File: src/rtl/cache_pkg.sv
// Shared definitions for the direct-mapped write-through cache controller:
// default geometry, the controller state encoding and the tag-width helper.
// Optional build macro used by the controller: CACHE_STATS_EN.
package cache_pkg;

  // Default geometry: 12-bit word address, 32-bit data, 16 one-word lines.
  localparam int ADDR_W_DEF  = 12;
  localparam int DATA_W_DEF  = 32;
  localparam int INDEX_W_DEF = 4;

  // Tag width derived from the geometry above.
  localparam int TAG_W_DEF   = ADDR_W_DEF - INDEX_W_DEF;

  // Controller states. The encoding is explicit so that the debug port
  // carries stable values across builds.
  typedef enum logic [2:0] {
    ST_IDLE      = 3'd0,
    ST_LOOKUP    = 3'd1,
    ST_MEM_READ  = 3'd2,
    ST_MEM_WRITE = 3'd3,
    ST_RESP      = 3'd4
  } state_e;

  // Tag width for an arbitrary address/index split.
  function automatic int tag_width(input int addr_w, input int index_w);
    return addr_w - index_w;
  endfunction

endpackage

File: src/rtl/cache_array.sv
// Line storage for the direct-mapped cache: one valid bit, one tag and one
// data word per line. Reads are combinational by index; writes land on the
// rising clock edge. Valid bits clear asynchronously on reset, while tag and
// data contents are left as they are (they are never used while invalid).
module cache_array
  import cache_pkg::*;
#(
  parameter int INDEX_W = INDEX_W_DEF,
  parameter int TAG_W   = TAG_W_DEF,
  parameter int DATA_W  = DATA_W_DEF
) (
  input  logic               clk,
  input  logic               rst,
  input  logic [INDEX_W-1:0] rd_index,
  output logic               rd_valid,
  output logic [TAG_W-1:0]   rd_tag,
  output logic [DATA_W-1:0]  rd_data,
  input  logic               wr_en,
  input  logic [INDEX_W-1:0] wr_index,
  input  logic [TAG_W-1:0]   wr_tag,
  input  logic [DATA_W-1:0]  wr_data
);

  localparam int LINES = 1 << INDEX_W;

  logic [LINES-1:0]  valid_q;
  logic [TAG_W-1:0]  tag_q  [LINES];
  logic [DATA_W-1:0] data_q [LINES];

  // Valid bits: cleared by reset, set by any line write (fill or store hit).
  always_ff @(posedge clk or negedge rst) begin
    if (!rst) begin
      valid_q <= '0;
    end else if (wr_en) begin
      valid_q[wr_index] <= 1'b1;
    end
  end

  // Tag and data storage: plain synchronous write, no reset needed.
  always_ff @(posedge clk) begin
    if (wr_en) begin
      tag_q[wr_index]  <= wr_tag;
      data_q[wr_index] <= wr_data;
    end
  end

  // Combinational read port addressed by the latched request index.
  always_comb begin
    rd_valid = valid_q[rd_index];
    rd_tag   = tag_q[rd_index];
    rd_data  = data_q[rd_index];
  end

endmodule

File: src/rtl/cache_controller.sv
// Direct-mapped, one-word-line, write-through / no-write-allocate cache
// controller sitting between a CPU data port and main memory.
//
// Handshake: the CPU holds cpu_r_en / cpu_w_en (with address and data)
// until cpu_ready pulses for one cycle; the request is captured in IDLE and
// the latched copy is used for the rest of the transaction, so input
// changes while stall=1 have no effect. Memory: mem_req (with mem_we,
// mem_addr, mem_wdata) is held until a one-cycle mem_ack; ack seen in any
// other state is ignored.
//
// Optional build macro: CACHE_STATS_EN adds saturating hit_cnt / miss_cnt
// outputs counting lookups; timing is the same with or without it.
module cache_controller
  import cache_pkg::*;
#(
  parameter int ADDR_W  = ADDR_W_DEF,
  parameter int DATA_W  = DATA_W_DEF,
  parameter int INDEX_W = INDEX_W_DEF
) (
  input  logic              clk,
  input  logic              rst,
  input  logic              cpu_r_en,
  input  logic              cpu_w_en,
  input  logic [ADDR_W-1:0] cpu_addr,
  input  logic [DATA_W-1:0] cpu_wdata,
  output logic [DATA_W-1:0] cpu_rdata,
  output logic              cpu_ready,
  output logic              stall,
  output logic              mem_req,
  output logic              mem_we,
  output logic [ADDR_W-1:0] mem_addr,
  output logic [DATA_W-1:0] mem_wdata,
  input  logic [DATA_W-1:0] mem_rdata,
  input  logic              mem_ack,
  output logic [2:0]        state_dbg
`ifdef CACHE_STATS_EN
  ,
  output logic [31:0]       hit_cnt,
  output logic [31:0]       miss_cnt
`endif
);

  localparam int TAG_W = tag_width(ADDR_W, INDEX_W);

  state_e state;
  state_e state_nx;

  // Latched request: address, store data and operation (1 = store).
  logic [ADDR_W-1:0]  req_addr;
  logic [DATA_W-1:0]  req_wdata;
  logic               req_store;

  logic [INDEX_W-1:0] req_index;
  logic [TAG_W-1:0]   req_tag;

  logic               rd_valid;
  logic [TAG_W-1:0]   rd_tag;
  logic [DATA_W-1:0]  rd_data;
  logic               hit;

  logic               arr_we;
  logic [DATA_W-1:0]  arr_wdata;

  logic               new_req;

  assign req_index = req_addr[INDEX_W-1:0];
  assign req_tag   = req_addr[ADDR_W-1:INDEX_W];
  assign new_req   = cpu_r_en | cpu_w_en;
  assign state_dbg = state;

  cache_array #(
    .INDEX_W (INDEX_W),
    .TAG_W   (TAG_W),
    .DATA_W  (DATA_W)
  ) u_array (
    .clk      (clk),
    .rst      (rst),
    .rd_index (req_index),
    .rd_valid (rd_valid),
    .rd_tag   (rd_tag),
    .rd_data  (rd_data),
    .wr_en    (arr_we),
    .wr_index (req_index),
    .wr_tag   (req_tag),
    .wr_data  (arr_wdata)
  );

  // Hit detection on the latched address; only meaningful in LOOKUP.
  always_comb begin
    hit = rd_valid && (rd_tag == req_tag);
  end

  // Next-state selection.
  always_comb begin
    state_nx = state;
    case (state)
      ST_IDLE: begin
        if (new_req) state_nx = ST_LOOKUP;
      end
      ST_LOOKUP: begin
        // Stores always go through to memory; loads only on a miss.
        if (req_store)  state_nx = ST_MEM_WRITE;
        else if (hit)   state_nx = ST_RESP;
        else            state_nx = ST_MEM_READ;
      end
      ST_MEM_READ: begin
        if (mem_ack) state_nx = ST_RESP;
      end
      ST_MEM_WRITE: begin
        if (mem_ack) state_nx = ST_RESP;
      end
      ST_RESP: begin
        state_nx = ST_IDLE;
      end
      default: begin
        state_nx = ST_IDLE;
      end
    endcase
  end

  // Line writes: store hit updates the data in place (tag unchanged), a
  // load miss fills from memory on ack. A store miss never touches the
  // array, and a fill simply overwrites whatever line shared the index.
  always_comb begin
    arr_we    = 1'b0;
    arr_wdata = req_wdata;
    if (state == ST_LOOKUP && req_store && hit) begin
      arr_we    = 1'b1;
      arr_wdata = req_wdata;
    end else if (state == ST_MEM_READ && mem_ack) begin
      arr_we    = 1'b1;
      arr_wdata = mem_rdata;
    end
  end

  // State register and registered outputs. Handshake outputs are derived
  // from the next state so they line up with the state they describe.
  always_ff @(posedge clk or negedge rst) begin
    if (!rst) begin
      state     <= ST_IDLE;
      stall     <= 1'b0;
      cpu_ready <= 1'b0;
      cpu_rdata <= '0;
      mem_req   <= 1'b0;
      mem_we    <= 1'b0;
      mem_addr  <= '0;
      mem_wdata <= '0;
      req_addr  <= '0;
      req_wdata <= '0;
      req_store <= 1'b0;
    end else begin
      state     <= state_nx;
      stall     <= (state_nx != ST_IDLE);
      cpu_ready <= (state_nx == ST_RESP);
      mem_req   <= (state_nx == ST_MEM_READ) || (state_nx == ST_MEM_WRITE);
      mem_we    <= (state_nx == ST_MEM_WRITE);

      // Capture the request only in IDLE; store wins when both enables are set.
      if (state == ST_IDLE && new_req) begin
        req_addr  <= cpu_addr;
        req_wdata <= cpu_wdata;
        req_store <= cpu_w_en;
      end

      if (state == ST_LOOKUP) begin
        if (req_store) begin
          mem_addr  <= req_addr;
          mem_wdata <= req_wdata;
        end else if (hit) begin
          cpu_rdata <= rd_data;
        end else begin
          mem_addr  <= req_addr;
        end
      end

      if (state == ST_MEM_READ && mem_ack) begin
        cpu_rdata <= mem_rdata;
      end
    end
  end

`ifdef CACHE_STATS_EN
  // Saturating lookup statistics; every LOOKUP cycle counts exactly once.
  always_ff @(posedge clk or negedge rst) begin
    if (!rst) begin
      hit_cnt  <= '0;
      miss_cnt <= '0;
    end else if (state == ST_LOOKUP) begin
      if (hit) begin
        if (hit_cnt != 32'hFFFF_FFFF) hit_cnt <= hit_cnt + 32'd1;
      end else begin
        if (miss_cnt != 32'hFFFF_FFFF) miss_cnt <= miss_cnt + 32'd1;
      end
    end
  end
`endif

endmodule

File: config.mk
export PLATFORM = sky130hd
export DESIGN_NAME = cache_controller
export DESIGN_NICKNAME = d
export VERILOG_FILES = /design/src/rtl/cache_pkg.sv /design/src/rtl/cache_array.sv /design/src/rtl/cache_controller.sv
export SDC_FILE = /design/constraint.sdc
export NUM_CORES = 1
export LEC_CHECK = 0
export ABC_AREA = 1
export CORE_ASPECT_RATIO = 2
export CORE_UTILIZATION = 40
export DETAILED_ROUTE_END_ITERATION = 6
export DONT_BUFFER_PORTS = 1
export SLEW_MARGIN = 0
export SYNTH_ARGS = -nofsm -noshare
export SYNTH_HDL_FRONTEND = slang
export SYNTH_SLANG_ARGS = --single-unit
File: constraint.sdc
create_clock -name clk -period 7.37 [get_ports clk]
set_input_delay 1.474 -clock clk [delete_from_list [all_inputs] [get_ports clk]]
set_output_delay 1.474 -clock clk [all_outputs]
set_load 0.02 [all_outputs]
Yosys cells after proc, flatten, opt, wreduce, memory -nomap -nowiden
Memories as Yosys holds them, arrays and structs flattened. A register that Yosys moved wholly into a read port is not among the register bits.
Index checks and enable logic that the tools add are counted.
{"block": "classes", "n_addsub": 0, "multipliers": 0, "n_div": 0, "magnitude_cmp": 2, "eq_ne": 9, "shifts": 0, "muxes": 17, "bitwise": 2, "reduce_logical": 16}
{"op": "two-way mux 32 bit", "n": 2}
{"op": "two-way mux 12 bit", "n": 2}
{"op": "OR 16 bit", "n": 1}
{"op": "== test 3 x 2 -> 1 bit, second input constant", "n": 4}
{"op": "two-way mux 3 bit", "n": 4}
{"op": "case mux 3 bit (3 select lines)", "n": 1}
{"op": "== test 8 bit", "n": 1}
{"op": "logical AND 1 bit", "n": 6}
{"op": "two-way mux 1 bit", "n": 6}
{"op": "less-than comparator 4 x 5 -> 1 bit, second input constant", "n": 1}
{"op": "binary-select mux 1 bit (select 4 bit)", "n": 1}
{"op": "demux 1 bit (select 4 bit)", "n": 1}
{"op": "greater-or-equal comparator 4 x 1 -> 1 bit, second input constant", "n": 1}
{"op": "AND reduction 2 bit", "n": 2}
{"op": "nonzero test 2 bit", "n": 2}
{"op": "== test 3 x 1 -> 1 bit, second input constant", "n": 1}
{"op": "== test 3 bit, second input constant", "n": 1}
{"op": "logical NOT 3 bit", "n": 1}
{"op": "AND reduction 3 bit", "n": 1}
{"op": "nonzero test 3 bit", "n": 1}
{"op": "!= test 2 x 1 -> 1 bit, second input constant", "n": 1}
{"op": "!= test 2 bit, second input constant", "n": 1}
{"op": "OR reduction 2 bit", "n": 1}
{"op": "logical NOT 1 bit", "n": 1}
{"op": "other kinds (2)", "n": 2}
{"block": "totals", "ff_bits": 112, "latch_bits": 0, "ram_bits": 640, "rom_bits": 0, "inputBits": 81, "out_inout_bits": 83, "mem_count": 2}
{"memory": "u_array.data_q", "words": 16, "width": 32, "rd": 1, "rd_clocked_by_memory_dff": 1, "write_ports": 1, "line": "cache_array.sv:28", "rtl": "logic [DATA_W-1:0] data_q [LINES];"}
{"memory": "u_array.tag_q", "words": 16, "width": 8, "rd": 1, "rd_clocked_by_memory_dff": 0, "write_ports": 1, "line": "cache_array.sv:27", "rtl": "logic [TAG_W-1:0] tag_q [LINES];"}

Logic depth before layout (Yosys ltp)
Gate-level depths: netlist of run 1.
{"block": "logic_depth", "depth_word": 8, "mapped_depth": 21, "ltp_nobuf": 18}

Hierarchy
A second synthesis of run 1 with hierarchy kept.
{"block": "hier_totals", "cells_unflattened": 3371, "hier_area_um2": 33961.3}
{"mod": "cache_array", "instances": 1, "cells_each": 2686, "area_per_inst_um2": 28299.6, "seq_area_each_um2": 19618.8}
{"mod": "cache_controller", "instances": 1, "cells_each": 685, "area_per_inst_um2": 5661.7, "seq_area_each_um2": 3203.1}

Worst setup path after synthesis of run 1
No wires, ideal clock.
{"block": "synth_timing", "path_type": "input -> register", "start": "in mem_ack", "end": "mem u_array.data_q[13][0] in the netlist's numbering (enable)", "arrival_time_ps": 3839, "required_ps": 6933, "slack_ps": 3093, "cell_stages": 5, "path_buffers": 1, "cell_sequence": "nand3_1 > buf_2 > nand2_4 > nand2_2 > nor2_1"}
{"block": "synth_via", "elab_chain_cells": 5}
{"element": "start, declared", "line": "cache_controller.sv:34", "rtl": "input logic mem_ack,"}
{"element": "logical AND 1 bit", "line": "cache_controller.sv:130", "rtl": "end else if (state == ST_MEM_READ && mem_ack) begin"}
{"element": "two-way mux 1 bit", "line": "cache_controller.sv:130"}
{"element": "two-way mux 1 bit", "line": "cache_controller.sv:127", "rtl": "if (state == ST_LOOKUP && req_store && hit) begin"}
{"element": "two-way mux 1 bit", "line": "cache_array.sv:41", "rtl": "if (wr_en) begin"}
{"element": "two-way mux 1 bit (implied by the code)", "line": "cache_array.sv:43", "rtl": "data_q[wr_index] <= wr_data;"}
{"element": "end, declared", "line": "cache_array.sv:28"}
No other way between the ends.

Final worst setup path of run 1
{"block": "layout_timing", "start": "reg req_addr[1]", "end": "mem u_array.data_q[7][27] in the netlist's numbering (enable)"}
{"block": "layout_via", "elab_chain_cells": 7}
{"element": "start, declared", "line": "cache_controller.sv:49", "rtl": "logic [ADDR_W-1:0] req_addr;"}
{"element": "start signal, assigned", "line": "cache_controller.sv:160", "rtl": "req_addr <= cpu_addr;"}
{"element": "memory read (16 x 8 bit) or binary-select mux 1 bit (select 4 bit) (tied branches)"}
{"element": "== test 8 bit or two-way mux 1 bit (tied branches)", "line": "cache_controller.sv:90, cache_array.sv:49"}
{"element": "logical AND 1 bit", "line": "cache_controller.sv:90", "rtl": "hit = rd_valid && (rd_tag == req_tag);"}
{"element": "logical AND 1 bit", "line": "cache_controller.sv:127"}
{"element": "two-way mux 1 bit", "line": "cache_controller.sv:127"}
{"element": "two-way mux 1 bit", "line": "cache_array.sv:41"}
{"element": "two-way mux 1 bit (implied by the code)", "line": "cache_array.sv:43"}
Parallel ways exist; a longest one is shown, timed or not. The select of a mux whose other input is x is not followed.

==> summary.md, run 1 <==
| Metric | Value |
|---|---|
| Status | finished clean |
| Fillers | 6675 |
| R2r setup slk | 2.39 ns |
| Core Area | 74800 um^2 |
| TritonCTS clock tree | built |
| Clock slew at reported path FFs | 0.06 ns |
| Util after Layout | 0.448 |
| Drt wl/cell | 26.4 um |
| Final Hold Viols | 0 |
| Crit path kind | register to register |
| 1st-iter DRT viols | 1770 |
| Fmax | 0.201 GHz |
| Crit Reg-Reg Startpoint | req_addr[1] |
| Final Max Tran Viols | 0 |
| Max-Cap Viols | 0 |
| Cell Chain, Critical Path | nand2_2 -> inv_4 -> nand2_1 -> nand3_1 -> nand2_1 -> nand2_1 -> o21ai_1 -> nand2_1 -> nand3_1 -> nor2_1 -> nand3_2 -> nand2_4 -> nand2_2 -> nor2_4 -> buf_4 |
| CP endpoint kind | register |
| Total GRT Usage | 0.230 |
| Layout cells sized above 1 | 0.0746 |
| Worst path depth | 15 |
| Internal | 0.00891 W |
| Routed vias/inst | 5.67 |
| Leakage | 11.9 nW |
| Setup Viol. Count Final | 0 |
| Unique cell type count in the Yosys netlist | 31 |
| Worst VDD drop | 0.000285 V |
| Critical path's top delay family | simple AND/OR/NAND/NOR gates |
| Yosys warns | 0 |
| Port-buffer cells | 0 |
| Tcrit/Tclk final | 0.675 |
| Post-route ant nets | 0 |
| Clock Power Share | 0.250 |
| H-tree levels | 3 |
| Sink Count | 784 |
| Seq/Total Area, Yosys | 0.756 |
| Crit path DAT | 5.29 ns |
| Critical path destination | u_array.data_q[7][27] |
| Comb pwr share | 0.302 |
| Largest net degree at the start of global routing | 145 |
| DRC Markers | 0 |
| Min-delay worst type | register to register |
| Synthesized area per cell | 13.2 um^2 |
| Worst-Skew Late Latency | 0.65 ns |
| Starting Density | 0.403 |
| Buf/Inv on CP | 2 |
| Crit-path max cell delay | 0.75 ns |
| Post-Syn Instances | 2293 |
| Synth Net Count | 2374 |
| Worst Max-Slew Pin Slew | 1.12 ns |
| Final Wtd Congestion | 0.908 |
| Initial antenna violation count | 5 |
| CTS resizes | 0 |
| Fin Clk Skew | 0.0298 ns |
| Synth-to-layout area growth | 11.0% |
| Sw frac | 0.390 |
| CTS buffer count | 70 |
| Die area | 76600 um^2 |
| Vias | 18900 |
| Worst EP required | 7.69 ns |
| Critical Path Source | req_addr[1] |
| CTS Buffer Depth | 3 |
| Root buffer cell | clkbuf_16 |
| Postcts setup bufs | 0 |
| Part of the power in registers | 0.448 |
| #FFs+latches synth | 784 |
| Startpoint types | register |
| DP Cell Count | 3202 |
| CTS Hold Buffers Added | 0 |
| Cell depth of the worst hold path | 2 |
| Global-route wire length before repair | 127000 um |
| Pre-antenna DRT Iters | 6 |
| GRT overflow | 0 |
| Worst r2r dst | u_array.data_q[7][27] |
| Die Wd | 196 um |
| Sw power | 0.00570 W |
| Setup TNS | 0 ns |
| Worst-path maximum fanout | 76 |
| Unrepaired setup endpoints after global routing | no |
| Die Span Y | 390 um |
| Vias in the first global route | 18700 |
| Fin cells | 3327 |
| Total Wirelength | 87800 um |
| CP most frequent cell | nand2_1 |
| Worst path slowest cell | dfrtp_1 |
| Worst hold slack | 0.477 ns |
| Min-delay src | u_array.valid_q[4] |
| Nets@finish | 2348 |
| Post-synthesis instance area | 30200 um^2 |
| Reg2Reg Depth | 15 |
| Fin crit period | 4.98 ns |
| I/O pins | 164 |
| Num rows | 142 |
| Slew headroom | 0.254 |
| Dpl hpwl | 56700 um |
| P per Cell Area | 436 nW/um^2 |
## how the worst min path moves through the flow
| stage | to |
|---|---|
| global placement | u_array.valid_q[0] |
| CTS | u_array.valid_q[12] |
| global route | u_array.valid_q[3] |
| finish | u_array.valid_q[4] |
| floorplan | u_array.valid_q[0] |
| detailed placement | u_array.valid_q[3] |
## Yosys cell counts
library cell	count	area [um^2]
nor2_2	1	6.26
edfxtp_1	640	19200
o21bai_1	8	60.1
inv_2	2	7.51
clkbuf_1	93	349
clkbuf_2	1	5.00
nand2_1	513	1930
a22oi_1	256	1920
buf_4	10	75.1
buf_2	17	85.1
clkinv_1	1	3.75
nand4_1	6	37.5
nor2_1	90	338
nand3_1	78	390
nand3_2	1	10.0
dfrtp_1	144	3600
a21oi_1	176	881
o21a_1	2	15.0
nor3_1	1	5.00
nand2_4	1	11.3
buf_1	7	26.3
o21ai_1	7	35.0
nor2_4	1	11.3
o211ai_1	1	7.51
inv_4	2	12.5
o21ai_0	99	495
and2_1	1	6.26
inv_1	92	345
nor4_1	32	200
buf_6	4	45.0
nand2_2	6	37.5
## cell families (layout without fill, tap and decap cells)
kind of cell / Yosys count / count (layout) / synth area share
flip-flops: 784 / 784 / 0.756
AND/OR/NAND/NOR: 731 / 731 / 0.0987
AO/OA/AOI/OAI: 549 / 549 / 0.113
buffers and inverters: 229 / 254 / 0.0316
other: 0 / 1 / 0
## metrics by stage
stage / worst slack, ns / total power (W) / area, um^2
2_1_floorplan: 3.09 / 0.00922 / 30200
3_3_place_gp: 2.46 / 0.0110 / 31200
3_5_place_dp: 2.39 / 0.0110 / 31200
4_1_cts: 2.38 / 0.0147 / 33500
5_1_grt: 2.07 / 0.0153 / 33500
6_report: 2.39 / 0.0146 / 33500
## worst min-delay path: stages, from the launching register on
cell     delay (ns)
dfrtp_1        0.32
inv_1          0.05
o21ai_0        0.06
## cell type report
cell class                 count  area [um^2]  share of cell area
clock buffer                  90         1930              0.0577
multi-input combinational   1280         6540               0.195
tap                         1008         1260              0.0376
clock inverter                33          304             0.00907
timing repair buffer          34          268             0.00799
inverter                      97          372              0.0111
antenna                        1         2.50           0.0000747
sequential                   784        22800               0.681
## placed cells by master, fill, tap and decap left out, types with 10 or more instances in the layout
cell type,count
a21oi_1,176
nor2_1,73
clkbuf_1,12
nand2_1,512
dfrtp_1,144
clkbuf_16,73
inv_1,88
edfxtp_1,640
nor2_4,19
nand3_1,77
buf_4,33
nor4_1,32
a22oi_1,256
o21ai_0,99
clkinv_1,10
## power groups by stage
stage	Clock (W)	Sequential, W	Combinational [W]
floorplan	0	0.00643	0.00279
global placement	0	0.00663	0.00433
CTS	0.00370	0.00655	0.00442
finish	0.00366	0.00655	0.00441
global route	0.00385	0.00660	0.00480
detailed placement	0	0.00664	0.00440
## metal layers
| metal | vias to the layer above | share of wire | wire [um] | track usage |
|---|---|---|---|---|
| li1 | 8297 | - | - | - |
| met1 | 9509 | 0.36 | 31900 | 0.268 |
| met2 | 896 | 0.52 | 45900 | 0.411 |
| met3 | 159 | 0.068 | 5990 | 0.0371 |
| met4 | 6 | 0.044 | 3840 | 0.108 |
| met5 | - | 0.00044 | 39 | 0 |
## flip-flops by register name, indices dropped and copies added (netlist names), 3 cells and up
signal,cells
req_wdata,32
state_dbg,3
u_array.data_q,512
mem_wdata,32
req_addr,12
u_array.valid_q,16
mem_addr,12
u_array.tag_q,128
cpu_rdata,32
(Power assumes the default switching activity.)
==> inputs of run 2 (changes only) <==
==> constraint.sdc (replaced) <==
create_clock -name clk -period 4.1 [get_ports clk]
set_input_delay 0.82 -clock clk [delete_from_list [all_inputs] [get_ports clk]]
set_output_delay 0.82 -clock clk [all_outputs]
set_load 0.02 [all_outputs]
==> summary.md, run 2 (same netlist as run 1, synthesis figures left out) <==
| Metric | Value |
|---|---|
| Status | finished clean |
| Part of the power in registers | 0.445 (-0.003) |
| Biggest regs | u_array.data_q (512), u_array.tag_q (128) |
| Fmax | 0.278 GHz (+38%) |
| Sw frac | 0.372 (-0.0177) |
| Critical path's top delay family | buffers and inverters |
| TritonCTS clock tree | built |
| CTS resizes | 0 (unchanged) |
| Fillers | 6643 (-0.48%) |
| Crit path DAT | 4.17 ns (-1.12 ns) |
| Internal | 0.0165 W (+85%) |
| Slew headroom | 0.392 (+0.139) |
| Dpl hpwl | 50600 um (-11%) |
| Fin crit period | 3.60 ns (-1.38 ns) |
| Area taken by multi-input logic gates | 6540 um^2 (unchanged) |
| Core Area | 74800 um^2 (unchanged) |
| Final Hold Viols | 0 (unchanged) |
| CP endpoint kind | register |
| Crit path kind | register to register |
| Vias in the first global route | 19300 (+3.3%) |
| GRT overflow | 0 (unchanged) |
| Vias | 19000 (+0.83%) |
| Commonest non-fill, non-tap cell in the layout | edfxtp_1 |
| Startpoint types | register |
| H-tree levels | 3 (unchanged) |
| P per Cell Area | 769 nW/um^2 (+76%) |
| Final worst setup slack | 0.500 ns (-1.89 ns) |
| Setup Viol. Count Final | 0 (unchanged) |
| Clock slew at reported path FFs | 0.07 ns (about the same) |
| Die area | 76600 um^2 (unchanged) |
| Die Span Y | 390 um (unchanged) |
| Sequential Area | 22800 um^2 (unchanged) |
| CTS Buffer Depth | 3 (unchanged) |
| Port-buffer cells | 0 (unchanged) |
| Initial antenna violation count | 7 (+2) |
| Worst Max-Slew Pin Slew | 0.911 ns (-0.206 ns) |
| Largest net degree at the start of global routing | 145 (unchanged) |
| Unrepaired setup endpoints after global routing | no |
| Cell Chain, Critical Path | buf_12 -> nor2_4 -> buf_4 -> buf_4 -> a22oi_1 -> a21oi_1 -> nor4_1 -> nand3_1 -> nand3_1 -> nand2_1 |
| Fin Clk Skew | 0.0298 ns (-0.0000184 ns) |
| Post-route ant nets | 0 (unchanged) |
| Nets@finish | 2394 (+2.0%) |
| Worst-path maximum fanout | 60 (-21%) |
| Worst VDD drop | 0.000524 V (+84%) |
| DRC Markers | 0 (unchanged) |
| Pre-antenna DRT Iters | 7 (+1) |
| Min-delay worst type | input pin to asynchronous set/reset pin |
| Total Wirelength | 84000 um (-4.2%) |
| Tcrit/Tclk final | 0.878 (+0.203) |
| Final Max Tran Viols | 0 (unchanged) |
| Sw power | 0.00977 W (+71%) |
| Worst hold slack | 0.107 ns (-0.371 ns) |
| Num rows | 142 (unchanged) |
| Buf/Inv on CP | 3 (+1) |
| Routed vias/inst | 5.64 (-0.63%) |
| Max-Cap Viols | 0 (unchanged) |
| Worst path slowest cell | buf_4 |
| Starting Density | 0.403 (unchanged) |
| Synth-to-layout area growth | 13.1% |
| Worst-Skew Late Latency | 0.65 ns (about the same) |
| Sink Count | 784 (unchanged) |
| Crit-path max cell delay | 0.75 ns (about the same) |
| Comb pwr share | 0.298 (-0.004) |
| Most frequent cells in the layout | edfxtp_1, nand2_1, a22oi_1, a21oi_1, dfrtp_1 |
| Clock Power Share | 0.257 (+0.007) |
| Layout cells sized above 1 | 0.0946 (+0.0200) |
| Util after Layout | 0.456 (+0.00815) |
| Setup slack at placement | 0.636 ns (-1.76 ns) |
| Die Wd | 196 um (unchanged) |
| Setup TNS | 0 ns (unchanged) |
| Max FFs per register | 512 (unchanged) |
| I/O pins | 164 (unchanged) |
| Total power | 0.0262 W (+79%) |
| Worst EP required | 4.67 ns (-3.02 ns) |
| 1st-iter DRT viols | 1705 (-3.7%) |
| Final Wtd Congestion | 0.931 (+2.6%) |
| Total GRT Usage | 0.220 (-0.00940) |
| Largest Register | u_array.data_q |
| Drt wl/cell | 24.9 um (-5.6%) |
| Global-route wire length before repair | 125000 um (-2.1%) |
| CTS buffer count | 70 (unchanged) |
| Leakage | 12.2 nW (+2.8%) |
| Root buffer cell | clkbuf_16 |
## run 2: cell types whose count changed in the layout (fill, tap and decap cells not counted), moves of 2 or more
cell       delta
buf_4        +33
buf_12       +12
clkinv_1      -5
bufinv_16     +3
clkbuf_1      +3
clkbuf_4      +2
clkinv_4      -2
## run 2: power by group through the flow
stage	clock (W)	sequential (W)	combinational (W)
6_report	0.00675	0.0117	0.00781
5_1_grt	0.00713	0.0118	0.00861
4_1_cts	0.00687	0.0117	0.00784
3_5_place_dp	0	0.0118	0.00777
3_3_place_gp	0	0.0118	0.00764
2_1_floorplan	0	0.0116	0.00502
## run 2: final cells by class
class	instances	share of cell area
Tap cell	1008	0.0370
Antenna cell	1	0.0000734
Sequential cell	784	0.669
Clock inverter	31	0.0106
Multi-Input combinational cell	1280	0.192
Inverter	97	0.0109
Timing Repair Buffer	80	0.0230
Clock buffer	95	0.0577
## run 2: metrics by stage
stage                     std cells  instance area [um^2]
after floorplan                2293                 30200
after global placement         3248                 31800
after detailed placement       3248                 31800
after CTS                      3375                 34100
after global routing           3376                 34100
final                          3376                 34100
## run 2: final timing paths
kind	slack, ns	startpoint	endpoint	cells past startpoint
max in group asynchronous	3.24	rst	cpu_rdata[18]	1
min	0.11	rst	mem_wdata[29]	1
max	0.50	req_addr[0]	cpu_rdata[30]	10
min reg2reg	0.47	u_array.valid_q[2]	u_array.valid_q[2]	2
max reg2reg	0.50	req_addr[0]	cpu_rdata[30]	10
min in group clk	0.31	cpu_w_en	req_store	1
## run 2: worst register-to-register path, stage by stage (launching register included)
cell     delay [ns]
dfrtp_1        0.43
buf_12         0.22
nor2_4         0.42
buf_4          0.76
buf_4          0.71
a22oi_1        0.25
a21oi_1        0.27
nor4_1         0.08
nand3_1        0.08
nand3_1        0.20
nand2_1        0.10
## run 2: what timing repair did
action                                 4_1_cts  5_1_grt
setup buffers                                0        0
hold buffers                                 1        0
endpoints found under the hold margin      144        0
## run 2: per-layer routing
layer | part of all wire | global-route usage | wire (um) | up-vias
li1 | - | - | - | 8392
met1 | 0.38 | 0.266 | 31800 | 9566
met2 | 0.51 | 0.383 | 42800 | 876
met3 | 0.075 | 0.0425 | 6310 | 184
met4 | 0.037 | 0.0940 | 3090 | 6
met5 | 0.00043 | 0 | 36 | -
==> inputs of run 3 (changes only) <==
--- a/config.mk
+++ b/config.mk
@@ -8,8 +8,10 @@
 export ABC_AREA = 1
 export CORE_ASPECT_RATIO = 2
 export CORE_UTILIZATION = 40
+export CTS_CLUSTER_DIAMETER = 120
 export DETAILED_ROUTE_END_ITERATION = 6
 export DONT_BUFFER_PORTS = 1
+export GPL_TIMING_DRIVEN = 0
 export SLEW_MARGIN = 0
 export SYNTH_ARGS = -nofsm -noshare
 export SYNTH_HDL_FRONTEND = slang
==> summary.md, run 3 (same netlist as run 1, synthesis figures left out) <==
| Metric | Value |
|---|---|
| Status | finished clean |
| Final Wtd Congestion | 0.871 (-6.4%) |
| Worst VDD drop | 0.000338 V (-35%) |
| Total power | 0.0269 W (+2.4%) |
| Total Wirelength | 95700 um (+14%) |
| CTS buffer count | 69 (-1.4%) |
| Worst path slowest cell | dfrtp_1 |
| Starting Density | 0.403 (unchanged) |
| Root buffer cell | clkbuf_16 |
| Vias in the first global route | 19900 (+3.0%) |
| Fmax | 0.251 GHz (-9.7%) |
| H-tree levels | 3 (unchanged) |
| Routed vias/inst | 5.71 (+1.3%) |
| Dpl hpwl | 65400 um (+29%) |
| Fin Clk Skew | 0.0306 ns (+0.000777 ns) |
| Worst Max-Slew Pin Slew | 1.21 ns (+0.303 ns) |
| TritonCTS clock tree | built |
| Part of the power in registers | 0.435 (-0.010) |
| Final worst setup slack | 0.113 ns (-0.387 ns) |
| Sink Count | 784 (unchanged) |
| Core Area | 74800 um^2 (unchanged) |
| Layout cells sized above 1 | 0.0941 (-0.000493) |
| GRT overflow | 0 (unchanged) |
| Sw power | 0.0105 W (+7.7%) |
| Max-Cap Viols | 0 (unchanged) |
| Total GRT Usage | 0.249 (+0.0288) |
| CTS Buffer Depth | 3 (unchanged) |
| P per Cell Area | 770 nW/um^2 (+0.12%) |
| Largest net degree at the start of global routing | 145 (unchanged) |
| Worst-path maximum fanout | 18 (-70%) |
| Die Span Y | 390 um (unchanged) |
| Tcrit/Tclk final | 0.973 (+0.0945) |
| Biggest regs | u_array.data_q (512), u_array.tag_q (128) |
| CP endpoint kind | register |
| Most frequent cells in the layout | edfxtp_1, nand2_1, a22oi_1, a21oi_1, dfrtp_1 |
| 1st-iter DRT viols | 1893 (+11%) |
| Sw frac | 0.392 (+0.0195) |
| Nets@finish | 2502 (+4.5%) |
| Commonest non-fill, non-tap cell in the layout | edfxtp_1 |
| Clock Power Share | 0.245 (-0.012) |
| Min-delay worst type | input pin to asynchronous set/reset pin |
| Util after Layout | 0.466 (+0.0103) |
| Startpoint types | register |
| DP Cell Count | 3328 (+2.5%) |
| Clock slew at reported path FFs | 0.07 ns (about the same) |
| Worst-Skew Late Latency | 0.65 ns (about the same) |
| Leakage | 12.4 nW (+2.0%) |
| Unrepaired setup endpoints after global routing | no |
| Crit-path max cell delay | 0.45 ns (-0.30 ns) |
| I/O pins | 164 (unchanged) |
| Max FFs per register | 512 (unchanged) |
| Largest Register | u_array.data_q |
| Die area | 76600 um^2 (unchanged) |
| Cell Chain, Critical Path | nand2_1 -> clkinv_2 -> nand2_1 -> nand2_1 -> nor2_1 -> nor2_1 -> nor2_1 -> nand3_1 -> nor2_1 -> nand3_2 -> nand2_8 -> nand2_2 -> nor2_4 -> buf_12 -> buf_12 |
| Pre-antenna DRT Iters | 5 (-2) |
| Fin cells | 3485 (+3.2%) |
| Final Hold Viols | 0 (unchanged) |
| Num rows | 142 (unchanged) |
| Comb pwr share | 0.320 (+0.022) |
| Worst hold slack | 0.0928 ns (-0.0140 ns) |
| Internal | 0.0163 W (-0.80%) |
| Fin crit period | 3.99 ns (+0.387 ns) |
| Reg2Reg Depth | 15 (+5) |
| Vias | 19900 (+4.6%) |
| Global-route wire length before repair | 135000 um (+8.8%) |
| Synth-to-layout area growth | 15.6% |
| Crit path DAT | 4.31 ns (+0.14 ns) |
| Drt wl/cell | 27.5 um (+10%) |
| Final Max Tran Viols | 0 (unchanged) |
| Die Wd | 196 um (unchanged) |
| Initial antenna violation count | 8 (+1) |
| Worst EP required | 4.42 ns (-0.25 ns) |
| Port-buffer cells | 0 (unchanged) |
| Setup Viol. Count Final | 0 (unchanged) |
| CP most frequent cell | nor2_1 |
| Crit path kind | register to register |
| Post-route ant nets | 0 (unchanged) |
| DRC Markers | 0 (unchanged) |
| Setup slack at placement | -0.682 ns (-1.32 ns) |
| Slew headroom | 0.190 (-0.202) |
[run 3: cell count changes in the layout (fill, tap and decap cells not counted), moves of 4 or more]
cell / delta
clkbuf_2: +5
buf_12: +14
buf_2: +17
clkbuf_8: +6
buf_1: +7
inv_1: +4
bufinv_16: -6
buf_6: +4
buf_4: -40
buf_16: +11
clkbuf_1: +87
[run 3: timing repair]
item,CTS,global route
endpoints found under the setup margin,627,159
pin swaps,11,5
endpoints found under the hold margin,144,0
gates cloned,2,0
gates resized for setup,10,1
hold buffers,1,0
buffers inserted,18,9
[run 3: worst paths after layout]
path | from | end | slack [ns]
max | req_addr[3] | u_array.data_q[14][22] | 0.11
min | rst | cpu_rdata[30] | 0.09
max reg2reg | req_addr[3] | u_array.data_q[14][22] | 0.11
min reg2reg | u_array.valid_q[2] | u_array.valid_q[2] | 0.48
max in group asynchronous | rst | req_wdata[5] | 3.25
min in group clk | cpu_w_en | req_store | 0.32
[run 3: power groups by stage]
| stage | Combinational [W] | Clock, W | Sequential (W) |
|---|---|---|---|
| 2_1_floorplan | 0.00502 | 0 | 0.0116 |
| 3_3_place_gp | 0.00810 | 0 | 0.0118 |
| 3_5_place_dp | 0.00840 | 0 | 0.0118 |
| 4_1_cts | 0.00852 | 0.00664 | 0.0117 |
| 5_1_grt | 0.00925 | 0.00690 | 0.0118 |
| 6_report | 0.00859 | 0.00659 | 0.0117 |
[run 3: critical path: cells and delay by family (launching register included)]
family,cells,cell delay [ns]
buffers and inverters,3,0.72
DFF,1,0.45
and+or+nand+nor,12,2.47
[run 3: layout make-up]
| class | instances | area (um^2) |
|---|---|---|
| sequential | 784 | 22800 |
| inverter | 97 | 370 |
| antenna | 2 | 5.00 |
| tap | 1008 | 1260 |
| multi-input combinational | 1282 | 6570 |
| clock buffer | 104 | 2140 |
| clock inverter | 21 | 140 |
| buffer | 132 | 587 |
| fill | 6458 | 39900 |
| timing repair buffer | 55 | 991 |
[run 3: routing by layer]
metal / up-vias / GRT usage / share of wire
met5: - / 0 / 0.00054
met4: 8 / 0.157 / 0.064
met3: 292 / 0.0617 / 0.088
met2: 1065 / 0.444 / 0.51
met1: 9920 / 0.261 / 0.33
li1: 8617 / - / -
[run 3: metrics by stage]
stage          area, um^2   TNS, ns
2_1_floorplan       30200         0
3_3_place_gp        31400  -2222.66
3_5_place_dp        32200   -221.51
4_1_cts             34800         0
5_1_grt             34900         0
6_report            34900         0
